[src/rtl/pulse_pkg.sv]
// Shared types and constants for the pulse pacer.
package pulse_pkg;

    typedef enum logic [1:0] {
        IDLE = 2'd0,
        FIRE = 2'd1,
        WAIT = 2'd2
    } pacer_state_t;

    // Smallest pulse spacing the pacer FSM can produce (FIRE then one WAIT cycle).
    function automatic int unsigned min_gap();
        return 2;
    endfunction

endpackage

[src/rtl/pulse_pacer_sat_counter.sv]
// Saturating up/down counter with a sticky overflow flag.
// A decrement is only requested when count + inc >= 1, so it never underflows.
module sat_counter #(
    parameter int unsigned W = 4
) (
    input  logic         clk,
    input  logic         rst_n,
    input  logic         inc_i,
    input  logic         dec_i,
    input  logic         clr_ovf_i,
    output logic [W-1:0] count_o,
    output logic         ovf_o
);

    localparam logic [W-1:0] MAX = '1;
    localparam logic [W-1:0] ONE = W'(1);

    logic [W-1:0] cnt_q, cnt_d;
    logic         ovf_q, ovf_d;
    logic         drop;

    // Next count and overflow; a set in the same cycle as a clear wins.
    always_comb begin
        cnt_d = cnt_q;
        drop  = 1'b0;
        if (dec_i) begin
            if (!inc_i) begin
                cnt_d = cnt_q - ONE;
            end
        end else if (inc_i) begin
            if (cnt_q == MAX) begin
                drop = 1'b1;
            end else begin
                cnt_d = cnt_q + ONE;
            end
        end
        ovf_d = drop | (ovf_q & ~clr_ovf_i);
    end

    // Count and flag registers.
    always_ff @(posedge clk or negedge rst_n) begin
        if (!rst_n) begin
            cnt_q <= '0;
            ovf_q <= 1'b0;
        end else begin
            cnt_q <= cnt_d;
            ovf_q <= ovf_d;
        end
    end

    assign count_o = cnt_q;
    assign ovf_o   = ovf_q;

endmodule

[src/rtl/pulse_pacer.sv]
// Event pacer ahead of the CDC pulse synchronizer: queues single-cycle
// requests and re-emits them as single-cycle pulses at least GAP cycles apart.
module pulse_pacer
    import pulse_pkg::*;
#(
    parameter int unsigned CNT_W = 4,
    parameter int unsigned GAP   = 8
) (
    input  logic             clk,
    input  logic             rst_n,
    input  logic             in,
    input  logic             clrOvf,
    output logic             out,
    output logic [CNT_W-1:0] pending,
    output logic             busy,
    output logic             overflow
);

    localparam int unsigned WC_W = (GAP > 2) ? $clog2(GAP) : 1;
    localparam logic [WC_W-1:0] WAIT_LOAD = WC_W'(GAP - 2);

    generate
        if (GAP < min_gap() || CNT_W < 1) begin : g_bad_params
            $error("pulse_pacer: GAP must be >= 2 and CNT_W >= 1");
        end
    endgenerate

    pacer_state_t    state_q, state_d;
    logic [WC_W-1:0] wait_q, wait_d;
    logic            out_q, out_d;
    logic            req;
    logic            fire_go;

    assign req     = in || (pending != '0);
    assign fire_go = (state_d == FIRE);

    // State, wait counter and output pulse registers.
    always_ff @(posedge clk or negedge rst_n) begin
        if (!rst_n) begin
            state_q <= IDLE;
            wait_q  <= '0;
            out_q   <= 1'b0;
        end else begin
            state_q <= state_d;
            wait_q  <= wait_d;
            out_q   <= out_d;
        end
    end

    // Next state and wait countdown; the last WAIT cycle can fire directly.
    always_comb begin
        state_d = state_q;
        wait_d  = wait_q;
        unique case (state_q)
            IDLE: begin
                if (req) state_d = FIRE;
            end
            FIRE: begin
                state_d = WAIT;
                wait_d  = WAIT_LOAD;
            end
            WAIT: begin
                if (wait_q == '0) begin
                    state_d = req ? FIRE : IDLE;
                end else begin
                    wait_d = wait_q - WC_W'(1);
                end
            end
            default: begin
                state_d = IDLE;
                wait_d  = '0;
            end
        endcase
    end

    // Outputs: pulse is registered from the next state, busy decodes registers.
    always_comb begin
        out_d = (state_d == FIRE);
        busy  = (state_q != IDLE) || (pending != '0);
    end

    sat_counter #(
        .W (CNT_W)
    ) u_pending (
        .clk       (clk),
        .rst_n     (rst_n),
        .inc_i     (in),
        .dec_i     (fire_go),
        .clr_ovf_i (clrOvf),
        .count_o   (pending),
        .ovf_o     (overflow)
    );

    assign out = out_q;

endmodule

[config.mk]
export PLATFORM = sky130hd
export DESIGN_NAME = pulse_pacer
export DESIGN_NICKNAME = d
export VERILOG_FILES = /design/src/rtl/pulse_pkg.sv /design/src/rtl/pulse_pacer_sat_counter.sv /design/src/rtl/pulse_pacer.sv
export SDC_FILE = /design/constraint.sdc
export NUM_CORES = 1
export LEC_CHECK = 0
export ABC_CLOCK_PERIOD_IN_PS = 3200
export CAP_MARGIN = 20
export CORE_UTILIZATION = 51
export DETAILED_ROUTE_END_ITERATION = 16
export PLACE_DENSITY = 0.76
export SLEW_MARGIN = 20
export SYNTH_ARGS = -nofsm -noshare
export SYNTH_HDL_FRONTEND = slang
export SYNTH_SLANG_ARGS = --single-unit
[constraint.sdc]
create_clock -name clk -period 3.2 [get_ports clk]
set_clock_uncertainty 0.1 [all_clocks]
set_input_delay 0.96 -clock clk [delete_from_list [all_inputs] [get_ports clk]]
set_output_delay 0.96 -clock clk [all_outputs]
set_load 0.02 [all_outputs]
; ---- Yosys cells after proc, flatten, opt, wreduce, memory -nomap -nowiden
; Index checks and enable logic that the tools add are counted.
; W data, S select, Z words.
[word_totals]
register_bits = 11
output_inout_bits = 7
[classes]
n_addsub = 3
eq_ne = 7
n_mux = 13
bitwise = 4
n_reduce_logical = 9
[ops]
columns = operator, n
row1 = $mux W4, 4
row2 = $pmux W3 S3, 1
row3 = $ne A2 B2 Y1 const B, 3
row4 = $pmux W2 S3, 1
row5 = $add A4 B1 Y4 const B, 1
row6 = $eq A2 B1 Y1 const B, 2
row7 = $eq A4 B4 Y1 const B, 1
row8 = $mux W1, 4
row9 = $mux W2, 2
row10 = $reduce_bool A2 Y1, 2
row11 = $reduce_bool A4 Y1, 1
row12 = $sub A4 B1 Y4 const B, 1
row13 = $logic_not A3 Y1, 1
row14 = $mux W3, 1
row15 = $reduce_and A3 Y1, 1
row16 = $sub A3 B1 Y3 const B, 1
row17 = $eq A2 B2 Y1 const B, 1
row18 = $logic_not A2 Y1, 1
row19 = $logic_or A1 B1 Y1, 2
row20 = $not A1 Y1, 2
row21 = $reduce_and A2 Y1, 1
row22 = $and A1 B1 Y1, 1
row23 = $or A1 B1 Y1, 1

; ---- Depth between registers and ports, before layout
[depth]
word_depth = 8
ltp_mapped = 14

; ---- Modules after synthesis
; From an unflattened synthesis, not the netlist that was laid out.
[unflattened]
hier_cells = 72
hier_area_um2 = 744.5
[modules_own_cells]
columns = module, instances, cells_each, area_each_um2, seq_area_each_um2
row1 = pulse_pacer, 1, 43, 430.4, 150.1
row2 = sat_counter, 1, 29, 314.1, 125.1

; ---- Worst setup path after synthesis
; OpenSTA, ideal clock, no wires.
[synth_path]
path_kind = input port to flip-flop
startpoint = input port in
endpoint = register u_pending.cnt_q[3] (netlist: u_pending.count_o[3])
setup_ns = 0.131
t_arrival_ns = 2.572
slack_ns = 0.397
path_stages = 12
n_path_buf = 1
path_cell_list = inv_1 -> a32o_1 -> a21oi_2 -> nand3b_1 -> buf_6 -> inv_2 -> ha_1 -> a21o_2 -> a21oi_1 -> and2_1 -> mux2i_1 -> xnor2_1
[synth_between]
elab_chain_cells = 7
[synth_lines]
columns = element, line
row1 = "start, declared", pulse_pacer.sv:11  ; input logic in,
row2 = $logic_or A1 B1 Y1 *, pulse_pacer.sv:34  ; assign req = in || (pending != '0);
row3 = $mux W1, pulse_pacer.sv:64  ; state_d = req ? FIRE : IDLE;
row4 = $mux W2, pulse_pacer.sv:63  ; if (wait_q == '0) begin
row5 = $pmux W2 S3 *, pulse_pacer.sv:54  ; unique case (state_q)
row6 = $eq A2 B1 Y1 *, pulse_pacer.sv:35  ; assign fire_go = (state_d == FIRE);
row7 = net fire_go, pulse_pacer.sv:32  ; logic fire_go;
row8 = $ne A2 B2 Y1 (no source line) or $reduce_bool A2 Y1 (tied branches), --
row9 = $reduce_and A3 Y1 (no source line), --
row10 = "end signal, assigned", pulse_pacer_sat_counter.sv:46  ; cnt_q <= cnt_d;
row11 = "end, declared", pulse_pacer_sat_counter.sv:18  ; logic [W-1:0] cnt_q, cnt_d;
; Mark *: on every way through the listed nets, which the timed path passes. The rest lies on a longest branch.
; A chain may end at the register's enable or synchronous reset.

; ---- Worst setup path in the final report
[layout_path]
startpoint = input port in
endpoint = register u_pending.cnt_q[2] (netlist: u_pending.count_o[2])
[layout_between]
elab_chain_cells = 7
[layout_lines]
columns = element, line
row1 = $logic_or A1 B1 Y1, pulse_pacer.sv:34
row2 = $mux W1, pulse_pacer.sv:64
row3 = $mux W2, pulse_pacer.sv:63
row4 = $pmux W2 S3, pulse_pacer.sv:54
row5 = $eq A2 B1 Y1, pulse_pacer.sv:35
row6 = $ne A2 B2 Y1 (no source line) or $reduce_bool A2 Y1 (tied branches), --
row7 = $reduce_and A3 Y1 (no source line), --
; Several ways; a longest one is shown, not always the timed one.

==> metrics.txt <==
run status=completed; final layout net count=106; max-slew violation count=0; highest clock rate=333 MHz; relative max-transition margin=0.666; type of element launching the critical path=primary input; share of flip-flops with an asynchronous set or reset=1.00; number of search-and-repair iterations in the first detailed-routing pass=2; top cell type's share of synthesized area=0.371; syn_area_per_cell=10.2 µm²; total CTS buffers=3; placeable core region=0.00133 mm²; number of DRC markers in iteration 0=9; Netlist Area Pre-Place=742 µm²; standard-cell row count=13; Period Utilization, post-route=0.939; total of cells resized after clock tree synthesis=0; non-filler cells in the finished layout=107; Synth Register Bits=11; post-CTS setup buffer count=0; buffer depth of the longest clock path=2; IR drop worst, VDD=0.946 mV; setup-violating endpoint count in the final report=0; Static Leak=0.445 nW; diode count=0; RePlAce Congestion=0.735; number of max-cap violations=0; post-synthesis cell type with the largest combined area=dfrtp_1; time the final worst path needs with I/O delays and setup=3.00 ns; vias per std cell=5.38; Reg area=275 µm²; Worst Path Required=3.28 ns; Area contributors post-synth=dfrtp_1 37%, ha_1 13%, xnor2_1 4.7%, inv_1 4.0%, fa_1 2.7%; Die Area=0.00161 mm²; clock root buffer=clkbuf_4; routed wire length=1400 µm; number of synthesis warnings=0; number of placed instances, taps included=103; vias in the first global route=526; fillcell total=105; Detail Route Antenna Nets=0; PD cells=1260 mW/mm²; number of antenna violations at the first check in global routing=0; Chip Height=40.1 µm; setup repair after global routing missed its margin=no; clock latency on the worst-skew pair=0.26 ns; category of the critical setup timing path=in -> reg; Congestion Overflow GR=0; fraction of final layout cells sized beyond drive strength 1=0.163; Sinks on Clock Net=11; initial core utilization=0.556; kind of path behind the tightest hold check=reg -> reg; floorplan die width=40.1 µm; sequential-to-total area share from yosys stat=0.371; maximum net fanout on the critical path=3; post-route setup TNS=0 ns; clk slew on worst S/H paths=0.07 ns; Synth Instances=73; estimated wirelength of the detail-placed design=1150 µm; Final Power=1.16 mW; multi-input combinational cell area=422 µm²; total routing resource utilization after global routing=0.220; crit path DAT=3.08 ns; final routed DRC violation total=0; maximum number of pins on one net before global-route repair=12; I/O pin count=11; Synth cell types=33; first-pass GRT wire length=2260 µm; Synth-to-Final Area Change=24.1%; level count of the clock H-tree=1; commonest cells in the synthesized netlist=11 x dfrtp_1, 8 x ha_1, 8 x inv_1; most used flip-flop cell after synthesis=dfrtp_1; total number of vias=576; crit path capture type=flip-flop; most frequent cell after synthesis=dfrtp_1; cts-stage hold buffer count=0; CTS tree=done; slew at the pin with the worst max-slew slack=0.500 ns; port bufs=10; Hold Vio Cnt, Final=0; Avg WL per Cell=13.1 µm; syn nets=86; EDFF count, synth=0
## cells in the final DEF (no fill, tap or decap), types with 2 or more instances in the layout
cell type and count:
nor2b_1 2, xnor2_1 4, inv_1 8, clkbuf_4 3, dfrtp_1 11, buf_4 6
a21oi_1 3, o21ai_0 3, and2_1 2, nor2_1 3, nand2_1 4, clkdlybuf4s50_1 10
a22oi_1 2, ha_1 8, mux2i_1 2
## worst paths after layout
kind | from | to | slack, ns | cells past startpoint
min reg2reg | wait_q[2]$_DFFE_PN0P_ | wait_q[2]$_DFFE_PN0P_ | 0.42 | 2
max reg2reg | state_q[0]$_DFF_PN0_ | u_pending.count_o[3]$_DFFE_PN0P_ | 0.49 | 13
max | in | u_pending.count_o[2]$_DFFE_PN0P_ | 0.20 | 10
min | wait_q[2]$_DFFE_PN0P_ | wait_q[2]$_DFFE_PN0P_ | 0.42 | 2
max in group asynchronous | rst_n | u_pending.count_o[0]$_DFFE_PN0P_ | 1.73 | 1
min in group asynchronous | rst_n | state_q[1]$_DFF_PN0_ | 0.93 | 1
## cells by family after synthesis
| kind of cell | count (synthesis) | share of synthesized area |
|---|---|---|
| adder cells (fa/ha/maj) | 9 | 0.162 |
| AND/OR/NAND/NOR | 18 | 0.142 |
| buffers and inverters | 10 | 0.0607 |
| AO/OA/AOI/OAI | 18 | 0.172 |
| flip-flops | 11 | 0.371 |
| XOR/XNOR | 4 | 0.0472 |
| multiplexers | 3 | 0.0455 |
## worst max-delay path, stage by stage
cell and delay (ns):
clkdlybuf4s50_1 0.49, inv_1 0.07, a32o_1 0.23, a21oi_2 0.16, nand3b_1 0.12, buf_4 0.16
fa_1 0.38, xnor2_1 0.21, mux2i_1 0.11, a22oi_1 0.19
## where the power goes
part           leakage [nW]  internal (mW)  switching [mW]
combinational         0.294          0.401           0.398
sequential            0.137          0.207          0.0644
clock                0.0150         0.0481          0.0434
total                 0.445          0.656           0.506
## per-stage QoR
| stage | hold slack, ns | setup slack [ns] | cell area (µm²) | utilization |
|---|---|---|---|---|
| floorplan | 0.369 | 0.397 | 742 | - |
| global placement | 0.391 | -0.0178 | 895 | 0.671 |
| detailed placement | 0.410 | -0.0862 | 895 | 0.671 |
| CTS | 0.429 | 0.184 | 921 | 0.690 |
| global route | 0.460 | 0.0497 | 921 | 0.690 |
| finish | 0.421 | 0.196 | 921 | 0.690 |
## registers in the layout (all words and copies together), names as in the netlist
register / flops
wait_q: 3
u_pending.count_o: 4
out: 1
state_q: 2
u_pending.ovf_o: 1
## per-layer routing
metal | global-route usage | vias to the layer above | share of wire
li1 | - | 292 | -
met1 | 0.257 | 276 | 0.48
met2 | 0.375 | 6 | 0.50
met3 | 0.0500 | 2 | 0.011
met4 | 0.103 | 0 | 0.0050
met5 | 0 | - | 0
## final cells by class
cell class / count / share of cell area
well taps: 15 / 0.0204
multi-input cells: 52 / 0.458
flip-flops and latches: 11 / 0.299
repair buffers: 16 / 0.158
inverters: 9 / 0.0367
clock buffers: 4 / 0.0285
(Power assumes the default switching activity.)
